$ cat src/rtl/fxp_dot_engine_if.sv
// Job control, operand stream and result handshake of the fixed-point dot-product engine.
// Latency: none (signal bundle only).
// Backpressure: in_ready_o/res_ready_i carry the valid-ready flow control for the two streams.
interface fxp_dot_engine_if #(
    parameter int DATA_W = 16,
    parameter int LEN_W  = 9
);
    logic              start_i;
    logic [LEN_W-1:0]  len_i;
    logic              round_i;
    logic              sat_i;
    logic              busy_o;
    logic              in_valid_i;
    logic              in_ready_o;
    logic [DATA_W-1:0] a_i;
    logic [DATA_W-1:0] b_i;
    logic              res_valid_o;
    logic              res_ready_i;
    logic [DATA_W-1:0] res_o;
    logic              ovf_o;

    // Engine side
    modport slave (
        input  start_i, len_i, round_i, sat_i, in_valid_i, a_i, b_i, res_ready_i,
        output busy_o, in_ready_o, res_valid_o, res_o, ovf_o
    );

    // Job issuer / consumer side
    modport master (
        output start_i, len_i, round_i, sat_i, in_valid_i, a_i, b_i, res_ready_i,
        input  busy_o, in_ready_o, res_valid_o, res_o, ovf_o
    );
endinterface

$ cat src/rtl/fxp_dot_engine.sv
// Signed fixed-point dot product over len_i (a,b) pairs, per-job truncate/round and saturate/wrap.
// Latency: result valid the cycle after the last pair transfer (cycle after start for len 0).
// Backpressure: in_ready_o only in ACC; result held until res_ready_i, start ignored until IDLE.
module fxp_dot_engine #(
    parameter int DATA_W  = 16,
    parameter int FRAC_W  = 8,
    parameter int ACC_W   = 24,
    parameter int MAX_LEN = 256,
    parameter int LEN_W   = $clog2(MAX_LEN + 1)
) (
    input  logic           clk,
    input  logic           rst_n,
    fxp_dot_engine_if.slave io
);
    localparam int PW = 2 * DATA_W;
    localparam int EW = (ACC_W > PW + 1) ? ACC_W : PW + 1;

    typedef enum logic [1:0] {
        S_IDLE = 2'd0,
        S_ACC  = 2'd1,
        S_OUT  = 2'd2
    } state_t;

    state_t                    state_q, state_d;
    logic [LEN_W-1:0]          len_q, len_d;
    logic [LEN_W-1:0]          cnt_q, cnt_d;
    logic signed [ACC_W-1:0]   acc_q, acc_d;
    logic                      rnd_q, rnd_d;
    logic                      sat_q, sat_d;
    logic [DATA_W-1:0]         res_q, res_d;
    logic                      ovf_q, ovf_d;

    logic signed [PW-1:0]      prod;
    logic signed [PW:0]        prod_r;
    logic signed [PW:0]        half;
    logic signed [PW:0]        q_full;
    logic signed [EW-1:0]      q_ext;
    logic signed [ACC_W-1:0]   q_acc;
    logic signed [ACC_W-1:0]   acc_sum;
    logic [LEN_W-1:0]          len_clamped;
    logic [LEN_W-1:0]          cnt_inc;
    logic                      fits;
    logic [DATA_W-1:0]         nar_res;
    logic                      nar_ovf;

    // Scaled product of the current pair and the accumulator value it would produce
    always_comb begin
        prod             = $signed(io.a_i) * $signed(io.b_i);
        half             = '0;
        half[FRAC_W-1]   = rnd_q;
        prod_r           = {prod[PW-1], prod} + half;
        q_full           = prod_r >>> FRAC_W;
        q_ext            = EW'(q_full);
        q_acc            = q_ext[ACC_W-1:0];
        acc_sum          = acc_q + q_acc;
        cnt_inc          = cnt_q + LEN_W'(1);
        len_clamped      = (io.len_i > LEN_W'(MAX_LEN)) ? LEN_W'(MAX_LEN) : io.len_i;
    end

    // Narrow the post-update accumulator to DATA_W; overflow flagged in both modes
    always_comb begin
        fits    = (acc_sum[ACC_W-1:DATA_W-1] == {(ACC_W-DATA_W+1){acc_sum[ACC_W-1]}});
        nar_ovf = !fits;
        nar_res = acc_sum[DATA_W-1:0];
        if (!fits && sat_q) begin
            nar_res = acc_sum[ACC_W-1] ? {1'b1, {(DATA_W-1){1'b0}}}
                                       : {1'b0, {(DATA_W-1){1'b1}}};
        end
    end

    // Next-state and datapath updates; result registers change only on entry to OUT
    always_comb begin
        state_d = state_q;
        len_d   = len_q;
        cnt_d   = cnt_q;
        acc_d   = acc_q;
        rnd_d   = rnd_q;
        sat_d   = sat_q;
        res_d   = res_q;
        ovf_d   = ovf_q;
        case (state_q)
            S_IDLE: begin
                if (io.start_i) begin
                    len_d = len_clamped;
                    rnd_d = io.round_i;
                    sat_d = io.sat_i;
                    acc_d = '0;
                    cnt_d = '0;
                    if (len_clamped == '0) begin
                        // Empty job: sum is zero, which always fits
                        res_d   = '0;
                        ovf_d   = 1'b0;
                        state_d = S_OUT;
                    end else begin
                        state_d = S_ACC;
                    end
                end
            end
            S_ACC: begin
                if (io.in_valid_i) begin
                    acc_d = acc_sum;
                    cnt_d = cnt_inc;
                    if (cnt_inc == len_q) begin
                        res_d   = nar_res;
                        ovf_d   = nar_ovf;
                        state_d = S_OUT;
                    end
                end
            end
            S_OUT: begin
                if (io.res_ready_i) begin
                    state_d = S_IDLE;
                end
            end
            default: begin
                state_d = S_IDLE;
            end
        endcase
    end

    // State and datapath registers; reset discards any partial job
    always_ff @(posedge clk or negedge rst_n) begin
        if (!rst_n) begin
            state_q <= S_IDLE;
            len_q   <= '0;
            cnt_q   <= '0;
            acc_q   <= '0;
            rnd_q   <= 1'b0;
            sat_q   <= 1'b0;
            res_q   <= '0;
            ovf_q   <= 1'b0;
        end else begin
            state_q <= state_d;
            len_q   <= len_d;
            cnt_q   <= cnt_d;
            acc_q   <= acc_d;
            rnd_q   <= rnd_d;
            sat_q   <= sat_d;
            res_q   <= res_d;
            ovf_q   <= ovf_d;
        end
    end

    assign io.busy_o      = (state_q != S_IDLE);
    assign io.in_ready_o  = (state_q == S_ACC);
    assign io.res_valid_o = (state_q == S_OUT);
    assign io.res_o       = res_q;
    assign io.ovf_o       = ovf_q;

endmodule

$ cat src/flat_wrapper.sv
// flat-port wrapper written by rule: the top's interface ports become plain ports
module fxp_dot_engine_flat 
#(
    parameter int DATA_W  = 16,
    parameter int FRAC_W  = 8,
    parameter int ACC_W   = 24,
    parameter int MAX_LEN = 256,
    parameter int LEN_W   = $clog2(MAX_LEN + 1)
)
  (clk, rst_n, io_start_i, io_len_i, io_round_i, io_sat_i, io_in_valid_i, io_a_i, io_b_i, io_res_ready_i, io_busy_o, io_in_ready_o, io_res_valid_o, io_res_o, io_ovf_o);
  fxp_dot_engine_if #(.DATA_W(DATA_W), .LEN_W(LEN_W)) io_i ();
  input  logic clk;
  input  logic rst_n;
  input wire logic [$bits(io_i.start_i)-1:0] io_start_i;
  input wire logic [$bits(io_i.len_i)-1:0] io_len_i;
  input wire logic [$bits(io_i.round_i)-1:0] io_round_i;
  input wire logic [$bits(io_i.sat_i)-1:0] io_sat_i;
  input wire logic [$bits(io_i.in_valid_i)-1:0] io_in_valid_i;
  input wire logic [$bits(io_i.a_i)-1:0] io_a_i;
  input wire logic [$bits(io_i.b_i)-1:0] io_b_i;
  input wire logic [$bits(io_i.res_ready_i)-1:0] io_res_ready_i;
  output wire logic [$bits(io_i.busy_o)-1:0] io_busy_o;
  output wire logic [$bits(io_i.in_ready_o)-1:0] io_in_ready_o;
  output wire logic [$bits(io_i.res_valid_o)-1:0] io_res_valid_o;
  output wire logic [$bits(io_i.res_o)-1:0] io_res_o;
  output wire logic [$bits(io_i.ovf_o)-1:0] io_ovf_o;
  assign io_i.start_i = io_start_i;
  assign io_i.len_i = io_len_i;
  assign io_i.round_i = io_round_i;
  assign io_i.sat_i = io_sat_i;
  assign io_i.in_valid_i = io_in_valid_i;
  assign io_i.a_i = io_a_i;
  assign io_i.b_i = io_b_i;
  assign io_i.res_ready_i = io_res_ready_i;
  assign io_busy_o = io_i.busy_o;
  assign io_in_ready_o = io_i.in_ready_o;
  assign io_res_valid_o = io_i.res_valid_o;
  assign io_res_o = io_i.res_o;
  assign io_ovf_o = io_i.ovf_o;
  fxp_dot_engine #(.DATA_W(DATA_W), .FRAC_W(FRAC_W), .ACC_W(ACC_W), .MAX_LEN(MAX_LEN), .LEN_W(LEN_W)) u_core (.clk(clk), .rst_n(rst_n), .io(io_i));
endmodule
$ cat config.mk
export PLATFORM = sky130hd
export DESIGN_NAME = fxp_dot_engine_flat
export DESIGN_NICKNAME = d
export VERILOG_FILES = /design/src/rtl/fxp_dot_engine_if.sv /design/src/rtl/fxp_dot_engine.sv /design/src/flat_wrapper.sv
export SDC_FILE = /design/constraint.sdc
export NUM_CORES = 1
export LEC_CHECK = 0
export ABC_AREA = 1
export BUFFER_PORTS_ARGS = -buffer_cell sky130_fd_sc_hd__buf_4
export CORE_MARGIN = 1.5
export CORE_UTILIZATION = 55
export CTS_CLUSTER_SIZE = 40
export DETAILED_ROUTE_END_ITERATION = 8
export HOLD_SLACK_MARGIN = 0.02
export PLACE_DENSITY = 0.79
export SKIP_LAST_GASP = 1
export SLEW_MARGIN = 25
export SYNTH_ARGS = -nofsm -noshare
export SYNTH_HDL_FRONTEND = slang
export SYNTH_SLANG_ARGS = --single-unit
$ cat constraint.sdc
create_clock -name clk -period 8.8 [get_ports clk]
set_clock_uncertainty 0.2 [all_clocks]
set_input_delay 0.44 -clock clk [delete_from_list [all_inputs] [get_ports clk]]
set_output_delay 0.44 -clock clk [all_outputs]
set_load 0.1 [all_outputs]
==> results of run 1 <==
==> final timing paths <==
path                                                    to  slack, ns  depth (start not counted)
min reg2reg                u_core.io.res_o[13]$_DFFE_PN0P_       0.29                          2
min in group clk                  u_core.rnd_q$_DFFE_PN0P_       0.12                          3
max in group asynchronous     u_core.acc_q[19]$_DFFE_PN0P_       7.85                          1
max reg2reg                u_core.io.res_o[15]$_DFFE_PN0P_       1.88                         39
max                        u_core.io.res_o[15]$_DFFE_PN0P_       0.70                         45
min                         u_core.io.res_o[7]$_DFFE_PN0P_      0.004                          1
==> layout by cell type (no fill, tap or decap), drive strengths merged, types with 3 or more instances in the layout <==
master  netlist  final
nand3b        3      3
xor2         34     34
a22o          3      3
o31ai         3      3
a21o          3      3
o21ai        56     56
clkbuf       58     12
buf           4     69
a21oi        48     48
or2           7      7
xnor2        19     19
dfrtp        63     63
and2          5      5
nor2         75     75
nand3        45     45
o22ai         8      8
ha          104    104
nor3          7      7
nand4        14     14
a31oi         5      5
nand2       559    559
fa          263    263
clkinv        2      5
inv         530    530
==> worst max-delay path, delay by kind of cell <==
family / cells / cell delay, ns
buf+inv: 8 / 0.62
simple gates: 22 / 2.09
compound gates: 6 / 1.03
xor+xnor: 1 / 0.16
fa+ha+maj: 8 / 3.79
==> routing by layer <==
layer | wire length [um] | GRT usage | part of all wire
met1 | 13900 | 0.345 | 0.41
met2 | 16900 | 0.463 | 0.50
met3 | 2000 | 0.0300 | 0.060
met4 | 773 | 0.0646 | 0.023
met5 | 0 | 0 | 0
==> area by class of cell <==
type	count	area, um2
clock inverters	4	45.0
inverters	532	2000
flip-flops and latches	63	1580
clock buffers	12	246
well taps	335	419
repair buffers	69	518
multi-input cells	1271	10800
fillers	2307	10500
==> registers in the layout (all words and copies together) (netlist names) <==
signal,flops
u_core.sat_q,1
u_core.state_q,2
u_core.acc_q,24
u_core.io.res_o,16
u_core.rnd_q,1
u_core.io.ovf_o,1
u_core.cnt_q,9
u_core.len_q,9
==> metrics by stage <==
step / util / hold WS [ns] / setup WS [ns] / std cells
final: 0.598 / 0.00418 / 0.700 / 2286
after global routing: 0.598 / 0.0771 / 0.105 / 2286
after CTS: 0.598 / 0.0312 / 0.745 / 2286
after detailed placement: 0.587 / 0.266 / 0.444 / 2270
after global placement: 0.587 / 0.268 / 0.579 / 2270
after floorplan: - / -0.0556 / 1.08 / 1928
==> cells by family (layout without fill, tap and decap cells) <==
group	count (synthesis)	count (layout)	share of synthesized area
XOR/XNOR	53	53	0.0328
flip-flops	63	63	0.108
adder cells (fa/ha/maj)	367	367	0.449
AO/OA/AOI/OAI	133	133	0.0505
buffers and inverters	594	617	0.155
AND/OR/NAND/NOR	718	718	0.205
==> results.cfg, run 1 <==
[synth]
avgSynthCellArea_um2 = 7.59
synth_edf_count = 0
yosysMostFrequentCell = nand2_1
synth_area_leaders = fa_1 (36%), nand2_1 (14%), inv_1 (13%)
yosysSeqAreaShare = 0.108
synth_warnings = 0
netlist_instances = 1928
syn-cell-area_um2 = 14600
synth_commonest_cells = nand2_1 (532), inv_1 (521), fa_1 (263), ha_1 (104), nor2_1 (66)
ys.flop_type = dfrtp_1
synth_nets = 2343
synth_top_area_share = 0.360
synthArstFlopShare = 1.00
yosysUniqueCellTypes = 47
yosysTopAreaCell = fa_1
ys_seq_elements = 63

[sta]
worst_pin_slew_ns = 0.820
finalMaxSlewViolations = 0
post-route-period-util = 0.920
rsz0062_at_grt = false
min_period_ns = 8.10
finalSetupViolCount = 0
final_hold_viol_count = 0
max_slew_margin = 0.453
setup_tns_ns = 0
clock.fmax_mhz = 123

[grt]
grt_pass1_vias = 12676
grt.overflow.total = 0
grt_max_degree = 64
grt_pass1_wl_mm = 59.4
antenna_found_initial = 0
grt.total_usage = 0.262

[detailed_routing]
drc = 0
vias = 11804
avgViaCountPerCell = 5.16
totalWireLength_mm = 33.5
postRouteAntennaNets = 0
firstDrtPassIters = 7
wl_per_cell_um = 14.7
drtIter0Drc = 775

[place]
gp_congestion = 0.947
port_buffers = 67
dpl_cell_area_um2 = 15300
hpwlAfterDp_mm = 28.6

[clocking]
cts.clk_slew.worst_paths_ns = 0.06
cts_hold_buffers = 0
cts_made_buffers = 9
cts_setup_buffers = 0
cts_tree = yes
cts_resized = 0
cts_sinks = 63
clock_path_buffers = 2
cts_htree_levels = 3
clock_latency_ns = 0.33
cts.root.buffer_cell = clkbuf_16

[critical_path]
end_kind = flop
path_max_fanout = 16
start_kind = primary input
cp_slowest_cell = fa_1
worst_ep_arrival_time_ns = 8.12
critPathKind = primary input to flop
critPathRequiredTime_ns = 8.82
cp_slowest_stage_delay_ns = 0.56
startpoint = io_b_i[7]
rr_startpoint = u_core.rnd_q$_DFFE_PN0P_
crit_path_frequent_cell = nand2_1

[floorplan]
start_util = 0.561
coreArea_um2 = 26100
die_area_um2 = 27600
die_h_um = 166
die_w_um = 166
io_pins = 68
rows = 59

[layout]
stdcell_area_um2 = 15600
diodes = 0
fin_nets = 2361
area_delta_synth_final_pct = 6.54
drive_above_1_share = 0.0759

[status]
status = finished clean

[flow_run]
max_cap_viol_count = 0

[min_path]
hold_path_class = primary input to asynchronous set/reset pin
Power of run 1 is not shown: default switching activity piles up to over one toggle a cycle in this logic, so the estimate is an artifact.
==> run 2, diff against run 1 <==
Settings changed: PLACE_DENSITY 0.79 to 0.81.
Clock period 8.8 ns to 6.51 ns, I/O delays scaled along.
==> run 2 against run 1 <==
The run now ends with negative setup slack left. Count of clock-buffer cells in the layout decreased by 3. Critical path depth fell by 5. Die area unchanged. Wire length up 31%. Final cell count up 11%. Critical endpoint is now u_core.io.res_o[9]$_DFFE_PN0P_. Worst setup slack worse by 1.8 ns. Sequential cell count unchanged. Via count is 17% higher.
==> results.cfg, run 2 (synthesis results as in run 1) <==
[clocking]
clock_path_buffers = 2
cts_made_buffers = 9
cts_sinks = 63
cts_htree_levels = 3
cts.clk_slew.worst_paths_ns = 0.06
cts.root.buffer_cell = clkbuf_16
cts_tree = yes
clock_latency_ns = 0.34

[floorplan]
start_util = 0.561
die_h_um = 166
die_w_um = 166
die_area_um2 = 27600
rows = 59
io_pins = 68
coreArea_um2 = 26100

[layout]
nFillCells = 1633
drive_above_1_share = 0.294
top_register = u_core.acc_q
largest_register_ffs = 24
layout_common_cells = inv_1 (490), nand2_1 (466), buf_4 (282)
area_delta_synth_final_pct = 30.7
stdcell_area_um2 = 19100
fin_nets = 2618
final_common_cell = inv_1
final_util = 0.734
diodes = 0

[detailed_routing]
firstDrtPassIters = 6
avgViaCountPerCell = 5.45
drtIter0Drc = 1075
vias = 13863
postRouteAntennaNets = 0
wl_per_cell_um = 17.3
totalWireLength_mm = 43.9
drc = 0

[critical_path]
path_max_fanout = 10
critPathRequiredTime_ns = 6.54
end_kind = flop
cp_slowest_cell = fa_1
worst_ep_arrival_time_ns = 7.62
cp_slowest_stage_delay_ns = 0.60
critPathKind = primary input to flop
start_kind = primary input

[place]
gp_congestion = 1.08
port_buffers = 67
place_ws_ns = -1.23
dpl_cell_area_um2 = 16900
hpwlAfterDp_mm = 31.3

[grt]
antenna_found_initial = 0
grt_max_degree = 64
grt.overflow.total = 0
grt_pass1_vias = 14677
grt.total_usage = 0.297
grt_pass1_wl_mm = 67.0

[flow_run]
max_cap_viol_count = 0

[sta]
clock.fmax_mhz = 132
rsz0062_at_grt = true
post-route-period-util = 1.17
final_hold_viol_count = 0
max_slew_margin = 0.448
fin_hold_ws_ns = 0.0197
setup_ws_ns = -1.09
worst_pin_slew_ns = 0.825
finalSetupViolCount = 30
min_period_ns = 7.60
finalMaxSlewViolations = 0

[status]
violations = negative setup slack
status = finished, violations left

[min_path]
hold_path_class = primary input to flop
run 2: timing repair:
item	in CTS	in global routing
endpoints found under the hold margin	69	0
endpoints found under the setup margin	32	35
gates cloned	1	1
gates resized for setup	154	185
buffers inserted	26	26
pin swaps	96	108
hold buffers	7	0
run 2: final cells by class:
cell class	instances	area, um2	share of cell area
clock buffer	9	225	0.0118
clock inverter	7	50.0	0.00262
tap	335	419	0.0219
inverter	532	2010	0.105
timing repair inverter	1	6.26	0.000327
sequential	63	1580	0.0825
multi-input combinational	1272	12200	0.637
timing repair buffer	324	2660	0.139
run 2: through the flow:
| step | TNS (ns) | std cells |
|---|---|---|
| after global routing | -29.43 | 2543 |
| final | -21.80 | 2543 |
| after floorplan | -13.89 | 1928 |
| after detailed placement | -28.70 | 2466 |
| after global placement | -25.83 | 2466 |
| after CTS | -11.71 | 2516 |
run 2: worst paths after layout:
path                                                 start                         endpoint  slack [ns]  cells after the start
setup reg to reg                  u_core.rnd_q$_DFFE_PN0P_   u_core.io.res_o[9]$_DFFE_PN0P_       -0.06                     39
min in group asynchronous                            rst_n   u_core.io.res_o[1]$_DFFE_PN0P_        0.48                      2
hold / removal                                 io_len_i[3]      u_core.len_q[3]$_DFFE_PN0P_        0.02                      3
max in group asynchronous                            rst_n     u_core.acc_q[23]$_DFFE_PN0P_        5.10                      2
hold reg to reg            u_core.io.res_o[14]$_DFFE_PN0P_  u_core.io.res_o[14]$_DFFE_PN0P_        0.29                      2
setup / recovery                                 io_b_i[1]   u_core.io.res_o[9]$_DFFE_PN0P_       -1.09                     40
run 2: metal layers:
| metal | GRT usage | wire length [um] | share of wire |
|---|---|---|---|
| met1 | 0.358 | 15800 | 0.36 |
| met5 | 0 | 0 | 0 |
| met2 | 0.535 | 22400 | 0.51 |
| met3 | 0.0412 | 3240 | 0.074 |
| met4 | 0.118 | 2440 | 0.056 |
run 2: worst max-delay path: cells and delay by family:
kind	cells	cell delay, ns
compound gates	1	0.09
xor+xnor	1	0.14
fa+ha+maj	8	3.87
buf+inv	11	1.08
simple gates	19	2.08
Power of run 2 is left out for the same reason.
==> run 3, diff against run 2 <==
Settings changed: CELL_PAD_IN_SITES_DETAIL_PLACEMENT set to 0, CELL_PAD_IN_SITES_GLOBAL_PLACEMENT set to 1, CORE_UTILIZATION 55 to 44, PLACE_DENSITY 0.81 to 0.86.
==> run 3 against run 2 <==
The run still ends with negative setup slack left. Final area grew 2.6%. Maximum frequency grew 4.3%. Critical path depth shrank 3. Utilization shrank 13 points. Sequential share of layout area shrank 0.21 points. First-iteration DRC count shrank 50%.
==> results.cfg, run 3 (synthesis results as in run 1) <==
[sta]
final_hold_viol_count = 0
worst_pin_slew_ns = 0.837
clock.fmax_mhz = 137
setup_ws_ns = -0.774
post-route-period-util = 1.12
rsz0062_at_grt = true
finalSetupViolCount = 31
min_period_ns = 7.28
max_slew_margin = 0.442
finalMaxSlewViolations = 0

[layout]
area_delta_synth_final_pct = 34.1
top_register = u_core.acc_q
diodes = 0
fin_nets = 2636
final_common_cell = inv_1
drive_above_1_share = 0.306
largest_register_ffs = 24
stdcell_area_um2 = 19600
layout_common_cells = inv_1 (476), nand2_1 (457), buf_4 (288)

[grt]
grt_max_degree = 64
antenna_found_initial = 0
grt.overflow.total = 0
grt_pass1_wl_mm = 65.6
grt.total_usage = 0.241
grt_pass1_vias = 13830

[status]
status = finished, violations left
violations = negative setup slack

[clocking]
cts_htree_levels = 3
cts.clk_slew.worst_paths_ns = 0.06
cts_tree = yes
clock_latency_ns = 0.34
clock_path_buffers = 2
cts.root.buffer_cell = clkbuf_16
cts_sinks = 63
cts_made_buffers = 9

[min_path]
min_to = u_core.state_q[1]$_DFFE_PN0P_
hold_path_class = primary input to flop
hold_depth = 4
worstHoldStart = io_res_ready_i

[critical_path]
worst_ep_arrival_time_ns = 7.32
critPathRequiredTime_ns = 6.54
rr_startpoint = u_core.rnd_q$_DFFE_PN0P_
cp_slowest_cell = fa_2
start_kind = primary input
startpoint = io_b_i[2]
crit_path_frequent_cell = nand2_2
r2r-end = u_core.io.res_o[2]$_DFFE_PN0P_
rrSetupSlack_ns = 0.17
critPathKind = primary input to flop
path_max_fanout = 8
cp_slowest_stage_delay_ns = 0.64
r2r_cells = 39
end_kind = flop

[place]
place_ws_ns = -1.40
gp_congestion = 0.926
hpwlAfterDp_mm = 31.9
port_buffers = 67
dpl_cell_area_um2 = 17300

[detailed_routing]
firstDrtPassIters = 7
vias = 12937
avgViaCountPerCell = 4.85
drc = 0
wl_per_cell_um = 14.8
postRouteAntennaNets = 0
drtIter0Drc = 537
totalWireLength_mm = 39.6

[floorplan]
start_util = 0.448
die_h_um = 185
rows = 66
die_w_um = 185
io_pins = 68
coreArea_um2 = 32600
die_area_um2 = 34300

[flow_run]
max_cap_viol_count = 0
run 3: timing repair:
| action | CTS | global route |
|---|---|---|
| hold endpoints to repair | 71 | 0 |
| buffers inserted | 25 | 24 |
| pin swaps | 106 | 122 |
| resized for setup | 175 | 201 |
| setup endpoints to repair | 33 | 35 |
| cloned | 1 | 1 |
| hold buffers | 9 | 0 |
run 3: critical path, delay by kind of cell:
kind / cells / cell delay, ns
adder cells (fa/ha/maj): 8 / 3.81
AND/OR/NAND/NOR: 17 / 1.88
buffers and inverters: 8 / 0.65
AO/OA/AOI/OAI: 3 / 0.46
XOR/XNOR: 1 / 0.19
run 3: worst max path at each step:
stage | to | slack [ns] | depth (start not counted)
finish | u_core.io.res_o[2]$_DFFE_PN0P_ | -0.77 | 37
global route | u_core.io.res_o[3]$_DFFE_PN0P_ | -1.09 | 38
CTS | u_core.io.res_o[7]$_DFFE_PN0P_ | -0.67 | 45
detailed placement | u_core.io.res_o[7]$_DFFE_PN0P_ | -1.40 | 37
global placement | u_core.io.res_o[15]$_DFFE_PN0P_ | -1.35 | 36
floorplan | u_core.io.res_o[13]$_DFFE_PN0P_ | -0.80 | 44
run 3: layer usage:
layer / wire length, um / GRT usage / up-vias
li1: - / - / 6156
met1: 16400 / 0.304 / 6396
met2: 20400 / 0.434 / 307
met3: 1620 / 0.0189 / 78
met4: 1200 / 0.0807 / 0
met5: 0 / 0 / -
run 3: stage by stage:
| step | TNS [ns] | hold WS, ns | util | std cells |
|---|---|---|---|---|
| detailed placement | -33.03 | 0.271 | 0.530 | 2594 |
| global route | -24.64 | 0.0720 | 0.601 | 2668 |
| CTS | -13.20 | 0.0374 | 0.570 | 2644 |
| finish | -15.72 | 0.0506 | 0.601 | 2668 |
| floorplan | -13.89 | -0.170 | - | 1928 |
| global placement | -31.38 | 0.272 | 0.530 | 2594 |
run 3: cell type report:
class                           count  area [um2]
Clock buffer                       11         243
Tap cell                          442         553
Timing Repair inverter              1        6.26
Timing Repair Buffer              342        2890
Fill cell                        2807       13000
Clock inverter                      5         105
Inverter                          532        2010
Multi-Input combinational cell   1272       12200
Sequential cell                    63        1580
Power of run 3 is left out for the same reason.
